--- src/rtl/data_mem_arbiter.sv ---
// ---------------------------------------------------------------------------
// data_mem_arbiter
//
// Two-requester round-robin arbiter and sequencer in front of DataMemory
// (64-bit words, byte addressed, big-endian, 10-bit address). Requester 0 is
// the core load/store path, requester 1 the DMA/debug port. One command is
// registered, DataMemory is driven for exactly one cycle, and read data is
// returned with a one-cycle valid pulse. Misaligned addresses (addr[2:0] != 0)
// never reach the memory and are answered with a one-cycle error pulse.
//
// Handshake: a requester raises rN_req with rN_we/rN_addr/rN_wdata and holds
// all of them stable until the cycle in which rN_gnt is high. rN_gnt is a
// one-cycle accept pulse coinciding with the memory strobe. After that cycle
// the requester may drop req or present a new command. Responses follow one
// cycle after gnt: rN_rvalid for an aligned read, rN_err for a misaligned
// access, nothing for an aligned write (gnt is its completion).
//
// Ports:
//   clk, reset          clock (rising edge), asynchronous active-high reset
//   rN_req/we/addr/wdata requester N command inputs (N = 0, 1)
//   rN_gnt              one-cycle accept pulse (during the memory access)
//   rN_rvalid/rN_rdata  read response; rdata held until the next read
//   rN_err              one-cycle misaligned-access pulse
//   mem_*               DataMemory address / write data / strobes / read data
//   busy                high while in ACCESS or RESP
//   dbg_state           current FSM state (0 IDLE, 1 ACCESS, 2 RESP)
// ---------------------------------------------------------------------------
module data_mem_arbiter #(
  parameter int ADDR_W = 10,
  parameter int DATA_W = 64
) (
  input  logic              clk,
  input  logic              reset,
  // requester 0
  input  logic              r0_req,
  input  logic              r0_we,
  input  logic [ADDR_W-1:0] r0_addr,
  input  logic [DATA_W-1:0] r0_wdata,
  output logic              r0_gnt,
  output logic              r0_rvalid,
  output logic [DATA_W-1:0] r0_rdata,
  output logic              r0_err,
  // requester 1
  input  logic              r1_req,
  input  logic              r1_we,
  input  logic [ADDR_W-1:0] r1_addr,
  input  logic [DATA_W-1:0] r1_wdata,
  output logic              r1_gnt,
  output logic              r1_rvalid,
  output logic [DATA_W-1:0] r1_rdata,
  output logic              r1_err,
  // DataMemory
  output logic [ADDR_W-1:0] mem_address,
  output logic [DATA_W-1:0] mem_write_data,
  output logic              mem_MemRead,
  output logic              mem_MemWrite,
  input  logic [DATA_W-1:0] mem_read_data,
  // status
  output logic              busy,
  output logic [1:0]        dbg_state
);

  typedef enum logic [1:0] {
    IDLE   = 2'd0,
    ACCESS = 2'd1,
    RESP   = 2'd2
  } state_t;

  state_t state;
  state_t state_next;

  // Latched command
  logic              cmd_id;
  logic              cmd_we;
  logic              cmd_err;
  logic [ADDR_W-1:0] cmd_addr;
  logic [DATA_W-1:0] cmd_wdata;

  // Id of the most recently granted requester; resets to 1 so r0 wins the
  // first tie.
  logic last_grant;

  // Arbitration signals
  logic any_req;
  logic win_id;
  logic take;
  logic win_we;
  logic [ADDR_W-1:0] win_addr;
  logic [DATA_W-1:0] win_wdata;

  // ------------------------------------------------------------------------
  // Arbitration: only evaluated in IDLE and RESP; req is ignored in ACCESS.
  // ------------------------------------------------------------------------
  always_comb begin
    any_req = r0_req | r1_req;
    // Tie goes to the requester that was not granted last.
    if (r0_req && r1_req) win_id = ~last_grant;
    else                  win_id = r1_req;
    take = any_req && ((state == IDLE) || (state == RESP));
    if (win_id) begin
      win_we    = r1_we;
      win_addr  = r1_addr;
      win_wdata = r1_wdata;
    end else begin
      win_we    = r0_we;
      win_addr  = r0_addr;
      win_wdata = r0_wdata;
    end
  end

  // ------------------------------------------------------------------------
  // FSM: state register
  // ------------------------------------------------------------------------
  always_ff @(posedge clk or posedge reset) begin
    if (reset) state <= IDLE;
    else       state <= state_next;
  end

  // ------------------------------------------------------------------------
  // FSM: next-state logic
  // ------------------------------------------------------------------------
  always_comb begin
    state_next = state;
    case (state)
      IDLE:    state_next = any_req ? ACCESS : IDLE;
      ACCESS:  state_next = RESP;
      RESP:    state_next = any_req ? ACCESS : IDLE;
      default: state_next = IDLE;
    endcase
  end

  // ------------------------------------------------------------------------
  // Command latch and round-robin pointer
  // ------------------------------------------------------------------------
  always_ff @(posedge clk or posedge reset) begin
    if (reset) begin
      cmd_id     <= 1'b0;
      cmd_we     <= 1'b0;
      cmd_err    <= 1'b0;
      cmd_addr   <= '0;
      cmd_wdata  <= '0;
      last_grant <= 1'b1;
    end else if (take) begin
      cmd_id     <= win_id;
      cmd_we     <= win_we;
      cmd_err    <= (win_addr[2:0] != 3'b000);
      cmd_addr   <= win_addr;
      cmd_wdata  <= win_wdata;
      last_grant <= win_id;
    end
  end

  // ------------------------------------------------------------------------
  // Read data capture at the edge closing an aligned read ACCESS. Each port
  // keeps its own copy so one requester's data never disturbs the other's.
  // ------------------------------------------------------------------------
  always_ff @(posedge clk or posedge reset) begin
    if (reset) begin
      r0_rdata <= '0;
      r1_rdata <= '0;
    end else if ((state == ACCESS) && !cmd_err && !cmd_we) begin
      if (cmd_id) r1_rdata <= mem_read_data;
      else        r0_rdata <= mem_read_data;
    end
  end

  // ------------------------------------------------------------------------
  // FSM: outputs. Strobes are decoded from the registered state only, so an
  // asynchronous reset drops them immediately.
  // ------------------------------------------------------------------------
  always_comb begin
    r0_gnt         = 1'b0;
    r1_gnt         = 1'b0;
    r0_rvalid      = 1'b0;
    r1_rvalid      = 1'b0;
    r0_err         = 1'b0;
    r1_err         = 1'b0;
    mem_MemRead    = 1'b0;
    mem_MemWrite   = 1'b0;
    mem_address    = cmd_addr;
    mem_write_data = cmd_wdata;
    busy           = (state != IDLE);
    dbg_state      = state;
    case (state)
      ACCESS: begin
        r0_gnt = ~cmd_id;
        r1_gnt = cmd_id;
        if (!cmd_err) begin
          mem_MemWrite = cmd_we;
          mem_MemRead  = ~cmd_we;
        end
      end
      RESP: begin
        if (cmd_err) begin
          r0_err = ~cmd_id;
          r1_err = cmd_id;
        end else if (!cmd_we) begin
          r0_rvalid = ~cmd_id;
          r1_rvalid = cmd_id;
        end
      end
      default: ;
    endcase
  end

endmodule

--- config.mk ---
export PLATFORM = sky130hd
export DESIGN_NAME = data_mem_arbiter
export DESIGN_NICKNAME = d
export VERILOG_FILES = /design/src/rtl/data_mem_arbiter.sv
export SDC_FILE = /design/constraint.sdc
export NUM_CORES = 1
export LEC_CHECK = 0
export CORE_ASPECT_RATIO = 1.2
export CORE_MARGIN = 2
export CORE_UTILIZATION = 23
export CTS_BUF_LIST = sky130_fd_sc_hd__clkbuf_4 sky130_fd_sc_hd__clkbuf_8
export DETAILED_ROUTE_END_ITERATION = 7
export GPL_ROUTABILITY_DRIVEN = 0
export PLACE_DENSITY = 0.59
export SYNTH_ARGS = -nofsm -noshare
export SYNTH_HDL_FRONTEND = slang
export SYNTH_SLANG_ARGS = --single-unit
--- constraint.sdc ---
create_clock -name clk -period 7.4 [get_ports clk]
set_input_delay 1.85 -clock clk [delete_from_list [all_inputs] [get_ports clk]]
set_output_delay 1.85 -clock clk [all_outputs]
set_load 0.01 [all_outputs]
Yosys cells after proc, flatten, opt, wreduce, memory -nomap -nowiden
Index checks and enable logic that the tools add are counted.
{"block": "word_totals", "regBits": 208, "in_bits": 218, "output_inout_bits": 213, "word_cells": 50}
{"block": "op_classes", "n_eq_ne": 2, "muxes": 22, "bitwise": 4, "reduce_logical": 13}
{"cell": "$mux 64", "count": 1}
{"cell": "$mux 1", "count": 19}
{"cell": "$mux 10", "count": 1}
{"cell": "$logic_and 1x1->1", "count": 4}
{"cell": "$pmux 2 s2", "count": 1}
{"cell": "$reduce_and 2->1", "count": 2}
{"cell": "$not 1->1", "count": 3}
{"cell": "$reduce_bool 3->1", "count": 1}
{"cell": "$eq 2x1->1 const B", "count": 1}
{"cell": "$eq 2x2->1 const B", "count": 1}
{"cell": "$logic_not 1->1", "count": 2}
{"cell": "$logic_not 2->1", "count": 1}
{"cell": "$reduce_bool 2->1", "count": 1}
{"cell": "$reduce_or 2->1", "count": 1}
{"cell": "$logic_or 1x1->1", "count": 1}
{"cell": "$or 1x1->1", "count": 1}

Logic depth before layout (Yosys ltp)
{"block": "depth", "ltp_word": 4, "depth_mapped": 6, "depth_no_buf": 4}

Worst setup path before layout
Ideal clock, no wire load.
{"block": "synth_timing", "path_kind": "register to output", "from": "register state[1], in the netlist dbg_state[1]", "to": "output port mem_MemWrite", "t_arrival_ns": 0.973, "t_required_ns": 5.550, "slack_ns": 4.577, "path_stages_with_launch": 3, "n_path_buf": 0, "cell_sequence": "dfrtp_1 nand2b_2 nor3b_1"}
{"block": "synth_via", "elab_chain_cells": 2}
{"item": "start: declaration", "line_no": "69", "text": "state_t state;"}
{"item": "start signal: assignment", "line_no": "116", "text": "else state <= state_next;"}
{"item": "$eq 2x1->1", "line_no": "184", "text": "case (state)"}
{"item": "$mux 1", "line_no": "184"}
{"item": "end: declaration", "line_no": "56", "text": "output logic mem_MemWrite,"}
Every way passes these cells.

Worst setup path after layout
{"block": "layout_timing", "from": "register state[0], in the netlist dbg_state[0]", "to": "output port r1_rvalid"}
{"block": "layout_via", "elab_chain_cells": 2}
{"item": "$eq 2x2->1", "line_no": "184"}
{"item": "$mux 1", "line_no": "184"}
{"item": "end: declaration", "line_no": "49", "text": "output logic r1_rvalid,"}
Every way passes these cells.

==> impl_metrics.tcl <==
set metrics [dict create \
    status "completed" \
    synth_simple_gate_area_frac 0.110 \
    viasPerCell 4.28 \
    skew_ps 16.9 \
    layout-drive-gt1-share 0.182 \
    synth-xor-area-share 0 \
    drt_iter0_drc 215 \
    start_util 0.232 \
    antenna_found_initial 0 \
    fin_crit_sh 0.554 \
    reg2reg_depth 5 \
    netlist_area_um2 8760 \
    crit_buf_inv 1 \
    grtUsageMet3 0.0563 \
    top_usage_layer "met2" \
    drtPass1Iterations 4 \
    gr-total-overflow 0 \
    crit_family "buffers and inverters" \
    ant_nets 0 \
    yosysWarnings 0 \
    syn2layout_area_growth_pct 62.6 \
    synth_compound_area_frac 0.0603 \
    layout_common_cells "clkdlybuf4s50_1 (430), dfrtp_1 (207), nand2_1 (148)" \
    antennaDiodeCount 0 \
    seqCellArea_um2 5210 \
    wl_per_cell_um 16.9 \
    cts_buffers 38 \
    leakage_nw 6.00 \
    p_per_area_nw_per_um2 328 \
    irDropWorstVdd_mv 0.120 \
    r2r_setup_slack_ps 4740 \
    setup_viol 0 \
    min-delay-start "r1_rdata[42]$_DFFE_PP0P_" \
    relSlewSlack 0.308 \
    synth_fa_ha_area_frac 0 \
    synth_nets 929 \
    min_path_cells 1 \
    synth_edf_count 0 \
    cp_cell_sequence "and2b_2 > and3_1 > clkdlybuf4s50_1" \
    reg2reg_from "dbg_state[0]$_DFF_PP0_" \
    routed-via-count 7063 \
    worstPathArrival_ps 2250 \
    synth-async-reset-ratio 1.00 \
    fp-row-count 78 \
    whs_ps 491 \
    r2r_end "r0_rdata[61]$_DFFE_PP0P_" \
    synth_top_family_by_area "multiplexers" \
    cts_resized 0 \
    critPathCaptureType "primary output" \
    die_area_um2 39700 \
    seq_area_frac_synth 0.595 \
    rsz0062_at_grt "false" \
    clk_pin_slew_ps 60 \
    ys_ff_latch 208 \
    hold_buffers 0 \
    synth_cells 711 \
    synth_mux_area_frac 0.192 \
    crit_required_ps 5550 \
    post_cts_buffers 0 \
    multiInputGateArea_um2 3190 \
    num-nets-final 1360 \
    gr-usage-met1 0.154 \
    start_kind "flip-flop" \
    fin_crit_ps 4100 \
    min-delay-path-class "flip-flop to flip-flop" \
    nFillCells 3754 \
    crit_path_max_incr_delay_ps 640 \
    slew_violations 0 \
    grt_max_degree 122 \
    clock-sinks 208 \
    io_pins 431 \
    dp_hpwl_um 19900 \
    crit_type "flip-flop to primary output" \
    grt_util_all_layers 0.137 \
    fin_tns_setup_ps 0 \
    clk_path_buf_depth 3 \
    slowest_stage "clkdlybuf4s50_1" \
    cts-root-buf "clkbuf_8" \
    worstMarginPinSlew_ps 1040 \
    cts_htree_levels 2 \
    use_met2 0.235 \
    drcViolationCount 0 \
    portBuffers 430 \
    die_w_um 182 \
    clkLatencyLatePin_ps 530 \
    grt_pass1_vias 7266 \
    synth_cell_type_count 33 \
    final_common_cell "clkdlybuf4s50_1" \
    max-cap-violations 0 \
    drt-total-wl_um 27900 \
    hold_viol_final 0 \
    die_h_um 218 \
    grt_pass1_wl_um 42400 \
    timing.fmax_ghz 0.244 \
    synthFlopType "dfrtp_1" \
    hold_end "r1_rdata[42]$_DFFE_PP0P_" \
    syn_area_per_cell_um2 12.3 \
    crit_fanout 9 \
    core_um2 37700 \
    cts_tree "done" \
]
-- worst reg2reg max path: stages, from the launching register on --
cell      delay (ps)
dfrtp_1          550
nand2b_2         160
inv_2            110
and3_4           390
buf_4            860
mux2_2           470
-- power by group --
group / leakage, nW / total [mW] / internal, mW / switching, mW
Combinational: 3.06 / 1.74 / 1.09 / 0.647
Sequential: 2.49 / 1.73 / 1.52 / 0.209
Clock: 0.452 / 1.20 / 0.723 / 0.476
-- logic make-up (layout without fill, tap and decap cells) --
kind of cell | count (synthesis) | count (layout)
and+or+nand+nor | 241 | 241
buffers and inverters | 51 | 511
muxes | 129 | 129
DFF | 208 | 208
AOI/OAI and AO/OA | 82 | 82
-- worst max-delay path by stage --
stage	startpoint	slack (ps)	to	cells after the start
finish	dbg_state[0]$_DFF_PP0_	3300	r1_rvalid	3
global route	cmd_err$_DFFE_PP0P_	3160	r1_rvalid	3
CTS	dbg_state[0]$_DFF_PP0_	3210	r1_rvalid	3
detailed placement	r0_req	3100	mem_write_data[42]$_DFFE_PP0P_	4
global placement	r0_req	3150	mem_write_data[46]$_DFFE_PP0P_	5
floorplan	reset	2850	cmd_err$_DFFE_PP0P_	1
-- layer usage --
layer  vias up  share of wire
met5         -              0
met4         0          0.024
met3        50           0.11
met2       352           0.48
met1      3373           0.39
li1       3288              -
-- flip-flops by register name (all words and copies together), names as in the netlist --
| signal | cells |
|---|---|
| r0_rdata | 64 |
| r1_rdata | 64 |
| mem_address | 10 |
| mem_write_data | 64 |
| cmd_err | 1 |
| last_grant | 1 |
| cmd_id | 1 |
| dbg_state | 2 |
| cmd_we | 1 |
-- synth_stat cells (2+ instances only) --
| library cell | instances | area share |
|---|---|---|
| a31oi_1 | 74 | 0.053 |
| and2b_2 | 2 | 0.0020 |
| and3_1 | 4 | 0.0029 |
| buf_12 | 7 | 0.016 |
| buf_2 | 14 | 0.0080 |
| buf_4 | 2 | 0.0017 |
| buf_6 | 4 | 0.0051 |
| clkbuf_1 | 17 | 0.0073 |
| clkbuf_8 | 2 | 0.0031 |
| dfrtp_1 | 207 | 0.59 |
| inv_1 | 4 | 0.0017 |
| mux2_1 | 3 | 0.0039 |
| mux2_2 | 64 | 0.082 |
| mux2_4 | 61 | 0.10 |
| nand2_1 | 148 | 0.063 |
| nor2_1 | 80 | 0.034 |
| o22ai_1 | 2 | 0.0014 |
-- final cells by class --
cell class                      instances  share of cell area
Clock buffer                           67              0.0573
Clock inverter                          2             0.00264
Inverter                                5             0.00158
Multi-Input combinational cell        452               0.224
Sequential cell                       208               0.366
Tap cell                              480              0.0422
Timing Repair Buffer                  437               0.307
-- stage by stage --
| step | worst slack, ps | area [µm²] | instances | power, mW | utilization |
|---|---|---|---|---|---|
| 6_report | 3300 | 14200 | 1651 | 4.67 | 0.378 |
| 5_1_grt | 3160 | 14200 | 1651 | 4.93 | 0.378 |
| 2_1_floorplan | 2850 | 8760 | 711 | 2.44 | - |
| 3_5_place_dp | 3100 | 13400 | 1582 | 3.50 | 0.355 |
| 3_3_place_gp | 3150 | 13400 | 1582 | 3.48 | 0.355 |
| 4_1_cts | 3210 | 14200 | 1651 | 4.75 | 0.378 |
Note: power is estimated with default switching activity, not from simulation.
